**src/rtl/nib_track_writer_pkg.sv**
```systemverilog
// Shared constants and types for the NIB track write-back block.
package nib_track_writer_pkg;

  // 512-byte SD sectors per NIB track unless overridden.
  localparam int SECTORS_DEFAULT = 13;

  // Bytes per SD sector and the matching host byte-index width.
  localparam int SECTOR_BYTES = 512;
  localparam int SD_ADDR_W    = $clog2(SECTOR_BYTES);

  // Sector counter width; together with the byte index it spans the 8 KiB track RAM.
  localparam int SEC_W = 4;

  // Write-back sequencer states.
  typedef enum logic [1:0] {
    IDLE,
    START,
    XFER,
    FIN
  } wr_state_t;

endpackage

```
**src/rtl/nib_track_writer_if.sv**
```systemverilog
// SD host block-write bus: the writer (master) requests sectors, the host (slave)
// acknowledges and walks the byte index while pulling data.
interface nib_track_writer_if;
  import nib_track_writer_pkg::*;

  logic [31:0]          sd_lba;
  logic                 sd_wr;
  logic                 sd_ack;
  logic [SD_ADDR_W-1:0] sd_buff_addr;
  logic [7:0]           sd_buff_din;

  modport master (
    output sd_lba,
    output sd_wr,
    output sd_buff_din,
    input  sd_ack,
    input  sd_buff_addr
  );

  modport slave (
    input  sd_lba,
    input  sd_wr,
    input  sd_buff_din,
    output sd_ack,
    output sd_buff_addr
  );

endinterface

```
**src/rtl/nib_ack_edge.sv**
```systemverilog
// Registers the host acknowledge and reports its rising and falling edges
// as single-cycle pulses.
module nib_ack_edge (
  input  logic clk_sys,
  input  logic reset_n,
  input  logic ack,
  output logic rise,
  output logic fall
);

  logic ack_reg;

  // Previous-cycle copy of the acknowledge for edge detection.
  always_ff @(posedge clk_sys) begin
    if (!reset_n) ack_reg <= 1'b0;
    else          ack_reg <= ack;
  end

  assign rise = ack & ~ack_reg;
  assign fall = ~ack & ack_reg;

endmodule

```
**src/rtl/nib_track_writer.sv**
```systemverilog
// Writes a dirty NIB track from track RAM back to the SD image, one 512-byte
// sector per host acknowledge, when flushed or when the head leaves the track.
// Optional feature: define NIB_WRITE_PROTECT_EN to add the wp input.
module nib_track_writer
  import nib_track_writer_pkg::*;
#(
  parameter int SECTORS = SECTORS_DEFAULT,
  parameter int TRK_W   = 6
) (
  input  logic                 clk_sys,
  input  logic                 reset_n,
`ifdef NIB_WRITE_PROTECT_EN
  input  logic                 wp,
`endif
  input  logic [TRK_W-1:0]     track,
  input  logic                 trk_we,
  input  logic                 flush,
  input  logic                 img_mounted,
  input  logic [63:0]          img_size,
  nib_track_writer_if.master   sd,
  output logic [12:0]          tram_addr,
  input  logic [7:0]           tram_do,
  output logic                 busy,
  output logic                 dirty
);

  wr_state_t        state_reg, state_next;
  logic             dirty_reg, dirty_next;
  logic             busy_reg;
  logic             sd_wr_reg;
  logic [31:0]      sd_lba_reg;
  logic [SEC_W-1:0] sec_reg;
  logic [TRK_W-1:0] wr_track_reg;
  logic             start_go;
  logic             ack_rise, ack_fall;
  logic             wp_eff;
  logic             img_present;

`ifdef NIB_WRITE_PROTECT_EN
  assign wp_eff = wp;
`else
  assign wp_eff = 1'b0;
`endif

  assign img_present = |img_size;

  nib_ack_edge u_ack_edge (
    .clk_sys (clk_sys),
    .reset_n (reset_n),
    .ack     (sd.sd_ack),
    .rise    (ack_rise),
    .fall    (ack_fall)
  );

  // Sequencer state register.
  always_ff @(posedge clk_sys) begin
    if (!reset_n) state_reg <= IDLE;
    else          state_reg <= state_next;
  end

  // Next-state logic; a new image always wins and drops back to IDLE.
  always_comb begin
    state_next = state_reg;
    start_go   = 1'b0;
    case (state_reg)
      IDLE: begin
        if (dirty_reg && img_present && !wp_eff &&
            (flush || (track != wr_track_reg))) begin
          state_next = START;
          start_go   = 1'b1;
        end
      end
      START: if (ack_rise) state_next = XFER;
      XFER:  if (ack_fall && !sd_wr_reg) state_next = FIN;
      FIN:   state_next = IDLE;
      default: state_next = IDLE;
    endcase
    if (img_mounted) begin
      state_next = IDLE;
      start_go   = 1'b0;
    end
  end

  // Dirty flag: a write strobe beats the clear at write-back start; no image
  // or a fresh mount always forces it clean.
  always_comb begin
    dirty_next = dirty_reg;
    if (start_go) dirty_next = 1'b0;
    if (trk_we && img_present && !wp_eff) dirty_next = 1'b1;
    if (img_mounted || !img_present) dirty_next = 1'b0;
  end

  // Transfer datapath: LBA, sector counter, write request, busy and track latch.
  always_ff @(posedge clk_sys) begin
    if (!reset_n) begin
      dirty_reg    <= 1'b0;
      busy_reg     <= 1'b0;
      sd_wr_reg    <= 1'b0;
      sd_lba_reg   <= '0;
      sec_reg      <= '0;
      wr_track_reg <= '0;
    end else begin
      dirty_reg <= dirty_next;
      if (!dirty_reg && dirty_next) wr_track_reg <= track;

      if (img_mounted) begin
        sd_wr_reg <= 1'b0;
        busy_reg  <= 1'b0;
      end else if (start_go) begin
        sd_lba_reg <= 32'(SECTORS) * 32'(wr_track_reg);
        sec_reg    <= '0;
        sd_wr_reg  <= 1'b1;
        busy_reg   <= 1'b1;
      end else begin
        // The LBA runs one ahead of the sector being moved; the last
        // sector's acknowledge withdraws the write request.
        if (ack_rise && ((state_reg == START) || (state_reg == XFER))) begin
          sd_lba_reg <= sd_lba_reg + 32'd1;
          if (sec_reg == SEC_W'(SECTORS - 1)) sd_wr_reg <= 1'b0;
        end
        if (ack_fall && (state_reg == XFER)) begin
          sec_reg <= sec_reg + 1'b1;
          if (!sd_wr_reg) busy_reg <= 1'b0;
        end
      end
    end
  end

  assign sd.sd_lba      = sd_lba_reg;
  assign sd.sd_wr       = sd_wr_reg;
  assign sd.sd_buff_din = tram_do;
  assign tram_addr      = {sec_reg, sd.sd_buff_addr};
  assign busy           = busy_reg;
  assign dirty          = dirty_reg;

endmodule

```
**src/flat_wrapper.sv**
```systemverilog
// flat-port wrapper written by rule: the top's interface ports become plain ports
module nib_track_writer_flat import nib_track_writer_pkg::*;
#(
  parameter int SECTORS = SECTORS_DEFAULT,
  parameter int TRK_W   = 6
)
  (clk_sys, reset_n, track, trk_we, flush, img_mounted, img_size, tram_addr, tram_do, busy, dirty, sd_sd_lba, sd_sd_wr, sd_sd_buff_din, sd_sd_ack, sd_sd_buff_addr);
  nib_track_writer_if sd_i ();
  input  logic clk_sys;
  input  logic reset_n;
  input  logic [TRK_W-1:0] track;
  input  logic trk_we;
  input  logic flush;
  input  logic img_mounted;
  input  logic [63:0] img_size;
  output logic [12:0] tram_addr;
  input  logic [7:0] tram_do;
  output logic busy;
  output logic dirty;
  output wire logic [$bits(sd_i.sd_lba)-1:0] sd_sd_lba;
  output wire logic [$bits(sd_i.sd_wr)-1:0] sd_sd_wr;
  output wire logic [$bits(sd_i.sd_buff_din)-1:0] sd_sd_buff_din;
  input wire logic [$bits(sd_i.sd_ack)-1:0] sd_sd_ack;
  input wire logic [$bits(sd_i.sd_buff_addr)-1:0] sd_sd_buff_addr;
  assign sd_sd_lba = sd_i.sd_lba;
  assign sd_sd_wr = sd_i.sd_wr;
  assign sd_sd_buff_din = sd_i.sd_buff_din;
  assign sd_i.sd_ack = sd_sd_ack;
  assign sd_i.sd_buff_addr = sd_sd_buff_addr;
  nib_track_writer #(.SECTORS(SECTORS), .TRK_W(TRK_W)) u_core (.clk_sys(clk_sys), .reset_n(reset_n), .track(track), .trk_we(trk_we), .flush(flush), .img_mounted(img_mounted), .img_size(img_size), .sd(sd_i), .tram_addr(tram_addr), .tram_do(tram_do), .busy(busy), .dirty(dirty));
endmodule
```
**config.mk**
```make
export PLATFORM = sky130hd
export DESIGN_NAME = nib_track_writer_flat
export DESIGN_NICKNAME = d
export VERILOG_FILES = /design/src/rtl/nib_track_writer_pkg.sv /design/src/rtl/nib_track_writer_if.sv /design/src/rtl/nib_ack_edge.sv /design/src/rtl/nib_track_writer.sv /design/src/flat_wrapper.sv
export SDC_FILE = /design/constraint.sdc
export NUM_CORES = 1
export LEC_CHECK = 0
export BUFFER_PORTS_ARGS = -buffer_cell sky130_fd_sc_hd__buf_2
export CAP_MARGIN = 25
export CORE_MARGIN = 2
export CORE_UTILIZATION = 51
export CTS_CLUSTER_DIAMETER = 100
export DETAILED_ROUTE_END_ITERATION = 8
export GPL_TIMING_DRIVEN = 0
export MAX_ROUTING_LAYER = met4
export PLACE_DENSITY = 0.86
export SYNTH_ARGS = -nofsm -noshare
export SYNTH_HDL_FRONTEND = slang
export SYNTH_SLANG_ARGS = --single-unit
export TNS_END_PERCENT = 100
```
**constraint.sdc**
```tcl
create_clock -name clk_sys -period 6.1 [get_ports clk_sys]
set_input_delay 1.22 -clock clk_sys [delete_from_list [all_inputs] [get_ports clk_sys]]
set_output_delay 1.22 -clock clk_sys [all_outputs]
set_load 0.02 [all_outputs]
```
==> run_results.csv, run 1 <==
group,metric,value,unit
outcome,status,"finished, final reports clean",
timing,max_clock_freq,325,MHz
die,die-area,7070,µm²
logic_synthesis,synth_top_cell_area_share,0.294,
timing,finalHoldViolCount,0,
finish,drive_above_1_share,0.339,
placement,io_buffers,131,
power_and_ir_drop,power.leakage,1.92,nW
logic_synthesis,ys_types,48,
global_routing,antenna_found_initial,0,
worst_setup_path,end_kind,"flop",
placement,dp_hpwl,6.83,mm
clock_tree,clkLatencyLatePin,0.31,ns
logic_synthesis,synth_seq_cells,48,
timing,clock_skew,0.00737,ns
global_routing,grt_pass1_wl,14.3,mm
die,io_pins,149,
drt,drt_wl_total,8.37,mm
global_routing,grt-ovfl-total,0,
finish,mostFrequentLayoutCells,"buf_2, dfxtp_1, nand2_1, inv_1, ha_1",
logic_synthesis,async_flop_share,0,
logic_synthesis,ys.flop_type,"dfxtp_1",
timing,whs,0.484,ns
logic_synthesis,synth.largest_area_cell,"dfxtp_1",
die,core_area,6280,µm²
finish,fin_nets,643,
clock_tree,cts_root_buffer,"clkbuf_8",
clock_tree,cts.repair_timing.setup_buffer_count,0,
worst_setup_path,path_max_fanout,10,
global_routing,grt_pass1_vias,3275,
logic_synthesis,synth_cells,386,
worst_setup_path,required,6.31,ns
worst_setup_path,critPathLaunchType,"input port",
hold_path,hold_path_class,"flop to flop",
clock_tree,cts.path.max_buffers,2,
placement,place_inst,594,
timing,grt_setup_unrepaired,"no",
worst_setup_path,crit_arrival,3.28,ns
logic_synthesis,synth_nets,505,
timing,fin_tns_setup,0,ns
clock_tree,ctsHoldBuffers,0,
logic_synthesis,synthTopCellsByArea,"dfxtp_1, ha_1, nor4_1",
logic_synthesis,avgSynthCellArea,8.48,µm²
logic_synthesis,ys_warn_count,0,
timing,min_period_over_period,0.504,
drt,vias_per_cell,5.53,
clock_tree,cts.repair.resized,0,
finish,fin_util,0.656,
finish,diodes,0,
drt,drt-pass1-iter-count,4,
timing,slew_violations,0,
drt,drcViolationCount,0,
die,die_y,84.1,µm
power_and_ir_drop,vdd_drop_max,0.144,mV
clock_tree,htreeDepth,2,
clock_tree,tritoncts,"done",
clock_tree,cts_buffers,5,
power_and_ir_drop,cellPowerDensity,155,nW/µm²
finish,fin_cells,602,
global_routing,groute.usage.overall,0.249,
clock_tree,cts_sinks,48,
drt,ant_nets,0,
finish,final_common_cell,"buf_2",
die,die_w,84.1,µm
clock_tree,path_clk_slew,0.09,ns
timing,slew_headroom,0.419,
drt,vias,3332,
global_routing,grt_max_degree,14,
worst_setup_path,critical_path_class,"input port to flop",
placement,gp_congestion,0.852,
timing,fin_crit,3.07,ns
finish,area_growth,25.7,%
logic_synthesis,yosysSeqAreaShare,0.294,
finish,largest_reg_flops,32,
die,rows,29,
drt,drt-initial-drc-count,115,
timing,setup_viol_count_final,0,
flow_run,drv_cap,0,
timing,tightest_slew,0.869,ns
drt,wl_per_cell,13.9,µm
die,start_util,0.521,
logic_synthesis,synth-edff-count,0,
logic_synthesis,syn_area,3270,µm²
[routing by layer]
metal  global-route usage  vias to the layer above  wire, µm
met3               0.0386                        8       467
met2                0.450                      109      4450
met1                0.276                     1538      3370
met4               0.0865                        0        86
met5                    -                        -         0
li1                     -                     1677         -
[final cells by class]
class	count	area [µm²]
inverters	24	90.1
repair buffers	131	656
multi-input cells	282	2010
fillers	541	2160
clock buffers	8	90.1
well taps	77	96.3
flip-flops and latches	48	961
plain buffers	32	214
[final timing paths]
path	startpoint	endpoint	slack [ns]	depth (start not counted)
hold reg to reg	u_core.sd.sd_lba[31]	u_core.sd.sd_lba[31]	0.48	2
setup reg to reg	u_core.wr_track_reg[2]	u_core.sd.sd_lba[9]	3.30	11
hold / removal	u_core.sd.sd_lba[31]	u_core.sd.sd_lba[31]	0.48	2
setup / recovery	img_size[19]	u_core.sd.sd_lba[14]	3.03	10
[cells in the mapped netlist (6+ instances only)]
| cell | n |
|---|---|
| inv_1 | 24 |
| dfxtp_1 | 48 |
| or4_1 | 14 |
| xnor2_1 | 7 |
| and3_1 | 8 |
| a21oi_1 | 22 |
| ha_1 | 23 |
| o21a_1 | 7 |
| nand2_1 | 27 |
| buf_4 | 17 |
| nor2b_1 | 7 |
| mux2i_1 | 8 |
| or3_1 | 7 |
| and2_1 | 6 |
| buf_2 | 6 |
| nand4_1 | 14 |
| xor2_1 | 11 |
| nand3_1 | 14 |
| o31ai_1 | 13 |
| a21oi_2 | 8 |
| o211a_1 | 7 |
| nor2_1 | 11 |
| o21ai_1 | 8 |
| nor4_1 | 22 |
| clkbuf_1 | 6 |
[where the power goes]
part / switching (mW) / internal (mW)
Clock: 0.106 / 0.0927
Combinational: 0.0579 / 0.0545
Sequential: 0.00712 / 0.318
Total: 0.171 / 0.465
[cells by family after synthesis]
group	after synthesis	synth area share
AO/OA/AOI/OAI	83	0.178
XOR/XNOR	18	0.0482
adder cells (fa/ha/maj)	26	0.106
buffers and inverters	56	0.0929
flip-flops	48	0.294
multiplexers	8	0.0245
AND/OR/NAND/NOR	147	0.256
[worst max-delay path, stage by stage]
cell	delay, ns
buf_2	0.10
nor4_1	0.29
nand4_1	0.15
or4_1	0.51
buf_2	0.19
a21oi_4	0.26
buf_6	0.19
buf_6	0.15
nor3_1	0.06
o21a_1	0.16
[metrics by stage]
step / power [mW] / setup slack, ns / instance area (µm²)
after detailed placement: 0.445 / 2.70 / 4030
after global routing: 0.666 / 2.86 / 4120
after floorplan: 0.397 / 3.06 / 3270
after global placement: 0.440 / 2.71 / 4030
final: 0.637 / 3.03 / 4120
after CTS: 0.640 / 3.02 / 4120
No activity file was read; power rests on OpenSTA's default activity.
==> run 2, diff against run 1 <==
--- a/config.mk
+++ b/config.mk
@@ -8,12 +8,12 @@
 export BUFFER_PORTS_ARGS = -buffer_cell sky130_fd_sc_hd__buf_2
 export CAP_MARGIN = 25
 export CORE_MARGIN = 2
-export CORE_UTILIZATION = 51
+export CORE_UTILIZATION = 43
 export CTS_CLUSTER_DIAMETER = 100
 export DETAILED_ROUTE_END_ITERATION = 8
 export GPL_TIMING_DRIVEN = 0
 export MAX_ROUTING_LAYER = met4
-export PLACE_DENSITY = 0.86
+export PLACE_DENSITY = 0.77
 export SYNTH_ARGS = -nofsm -noshare
 export SYNTH_HDL_FRONTEND = slang
 export SYNTH_SLANG_ARGS = --single-unit
==> constraint.sdc (replaced) <==
create_clock -name clk_sys -period 2.5 [get_ports clk_sys]
set_input_delay 0.5 -clock clk_sys [delete_from_list [all_inputs] [get_ports clk_sys]]
set_output_delay 0.5 -clock clk_sys [all_outputs]
set_load 0.02 [all_outputs]
==> run 2 against run 1 <==
The run now ends with setup timing left. Highest routed layer unchanged. Clock-buffer cell count decreased by 3. Worst hold slack got worse by 0.031 ns. Setup slack got worse by 3.1 ns. Utilization decreased by 6.9 points. Non-clock buffer count increased by 6. Sequential share of layout area decreased by 0.70 points. Combinational power increased to 2.6 times the previous value. Clock power increased to 2.9 times the previous value.
==> run_results.csv, run 2 (synthesis gave the netlist of run 1 again) <==
group,metric,value,unit
die,rows,31,
die,start_util,0.446,
timing,min_period_over_period,1.02,
power_and_ir_drop,vdd_drop_max,0.221,mV
clock_tree,cts_sinks,48,
die,die-area,8330,µm²
timing,setup_viol_count_final,2,
die,io_pins,149,
clock_tree,tritoncts,"done",
clock_tree,path_clk_slew,0.09,ns
clock_tree,cts_root_buffer,"clkbuf_8",
global_routing,grt_pass1_wl,14.2,mm
clock_tree,htreeDepth,2,
timing,clock_skew,0.0124,ns
worst_setup_path,crit_arrival,2.74,ns
finish,fin_nets,649,
finish,diodes,0,
flow_run,drv_cap,0,
power_and_ir_drop,power.leakage,1.97,nW
timing,grt_setup_unrepaired,"yes",
power_and_ir_drop,power.internal,1.22,mW
finish,drive_above_1_share,0.388,
timing,slew_violations,0,
worst_setup_path,reg2reg_from,"u_core.wr_track_reg[2]",
power_and_ir_drop,share_seq_of_total_power,0.476,
drt,wl_per_cell,13.8,µm
hold_path,hold_path_class,"input port to flop",
timing,max_clock_freq,392,MHz
power_and_ir_drop,clkPwrFrac,0.348,
power_and_ir_drop,swShare,0.269,
placement,post-place-ws,-0.204,ns
timing,finalHoldViolCount,0,
power_and_ir_drop,cellPowerDensity,388,nW/µm²
global_routing,groute.usage.overall,0.209,
timing,fin_crit,2.55,ns
timing,fin_tns_setup,-0.0523,ns
worst_setup_path,crit_path_end,"u_core.sd.sd_lba[9]",
drt,drcViolationCount,0,
drt,drt-initial-drc-count,119,
timing,tightest_slew,0.835,ns
power_and_ir_drop,power_frac_comb,0.177,
drt,drt_wl_total,8.70,mm
global_routing,antenna_found_initial,0,
outcome,status,"finished, violations left",
placement,io_buffers,131,
drt,vias,3376,
global_routing,grt_pass1_vias,3201,
clock_tree,clkLatencyLatePin,0.32,ns
outcome,violations,"setup timing",
finish,fin_util,0.586,
power_and_ir_drop,switchingPower,0.449,mW
finish,largest_reg_flops,32,
die,die_y,91.2,µm
worst_setup_path,crit_path_start,"u_core.wr_track_reg[2]",
die,core_area,7330,µm²
finish,seqCellArea,973,µm²
clock_tree,cts.path.max_buffers,2,
worst_setup_path,path_max_fanout,4,
finish,nFillCells,669,
worst_setup_path,r2r_end,"u_core.sd.sd_lba[9]",
power_and_ir_drop,p_total,1.67,mW
worst_setup_path,required,2.69,ns
finish,final_common_cell,"buf_2",
drt,drt-pass1-iter-count,4,
timing,slew_headroom,0.442,
worst_setup_path,rrSetupSlack,-0.05,ns
timing,whs,0.452,ns
worst_setup_path,critPathLaunchType,"flop",
finish,multi_input_area,2080,µm²
worst_setup_path,critical_path_class,"flop to flop",
clock_tree,cts_buffers,5,
worst_setup_path,r2r_cells,11,
worst_setup_path,end_kind,"flop",
die,die_w,91.2,µm
placement,gp_congestion,0.845,
global_routing,grt-ovfl-total,0,
timing,postLayoutSetupSlackWorst,-0.0498,ns
finish,mostFrequentLayoutCells,"buf_2, dfxtp_1, nand2_1, buf_4, nor4_1",
placement,dp_hpwl,6.69,mm
drt,vias_per_cell,5.36,
finish,area_growth,31.3,%
drt,ant_nets,0,
global_routing,grt_max_degree,16,
[run 2: critical path, cell delays in order (launching register included)]
cell and delay, ns:
dfxtp_4 0.38, ha_4 0.26, inv_2 0.03, fa_1 0.46
buf_4 0.15, fa_2 0.37, nor2b_2 0.14, o21ai_2 0.07
a21oi_2 0.16, o21a_1 0.18, o211a_1 0.18, a211oi_2 0.05
[run 2: metrics by stage]
stage / cell area, µm² / std cells
2_1_floorplan: 3270 / 386
3_3_place_gp: 4050 / 616
3_5_place_dp: 4050 / 616
4_1_cts: 4240 / 626
5_1_grt: 4300 / 630
6_report: 4300 / 630
[run 2: how the worst min path moves through the flow]
stage	from	end	slack, ns	cells after the start
5_1_grt	sd_sd_ack	u_core.u_ack_edge.ack_reg	0.45	2
4_1_cts	sd_sd_ack	u_core.u_ack_edge.ack_reg	0.46	2
3_3_place_gp	u_core.sd.sd_lba[31]	u_core.sd.sd_lba[31]	0.47	2
6_report	sd_sd_ack	u_core.u_ack_edge.ack_reg	0.45	2
2_1_floorplan	u_core.state_reg[1]	u_core.state_reg[1]	0.47	2
3_5_place_dp	u_core.sd.sd_lba[23]	u_core.sd.sd_lba[23]	0.49	2
[run 2: power groups by stage]
stage	Sequential, mW	Combinational, mW	Clock, mW
final	0.793	0.294	0.580
after global routing	0.796	0.323	0.629
after CTS	0.793	0.284	0.582
after detailed placement	0.812	0.270	0
after global placement	0.811	0.265	0
after floorplan	0.815	0.155	0
[run 2: metal layers]
layer | GRT usage | up-vias | wire [µm]
li1 | - | 1692 | -
met1 | 0.246 | 1565 | 3770
met2 | 0.371 | 111 | 4400
met3 | 0.0423 | 8 | 451
met4 | 0.0429 | 0 | 72
met5 | - | - | 0
[run 2: layout make-up]
type,instances,area share
Clock inverter,3,0.00990
Timing Repair Buffer,137,0.163
Tap cell,99,0.0288
Clock buffer,5,0.0160
Multi-Input combinational cell,282,0.485
Buffer,32,0.0501
Sequential cell,48,0.226
Inverter,24,0.0210
[run 2: what timing repair did]
| action | in CTS | in global routing |
|---|---|---|
| pin swaps | 7 | 14 |
| hold buffers | 0 | 0 |
| gates resized for setup | 15 | 10 |
| hold endpoints to repair | 0 | 0 |
| buffers inserted | 2 | 4 |
| endpoints found under the setup margin | 2 | 14 |
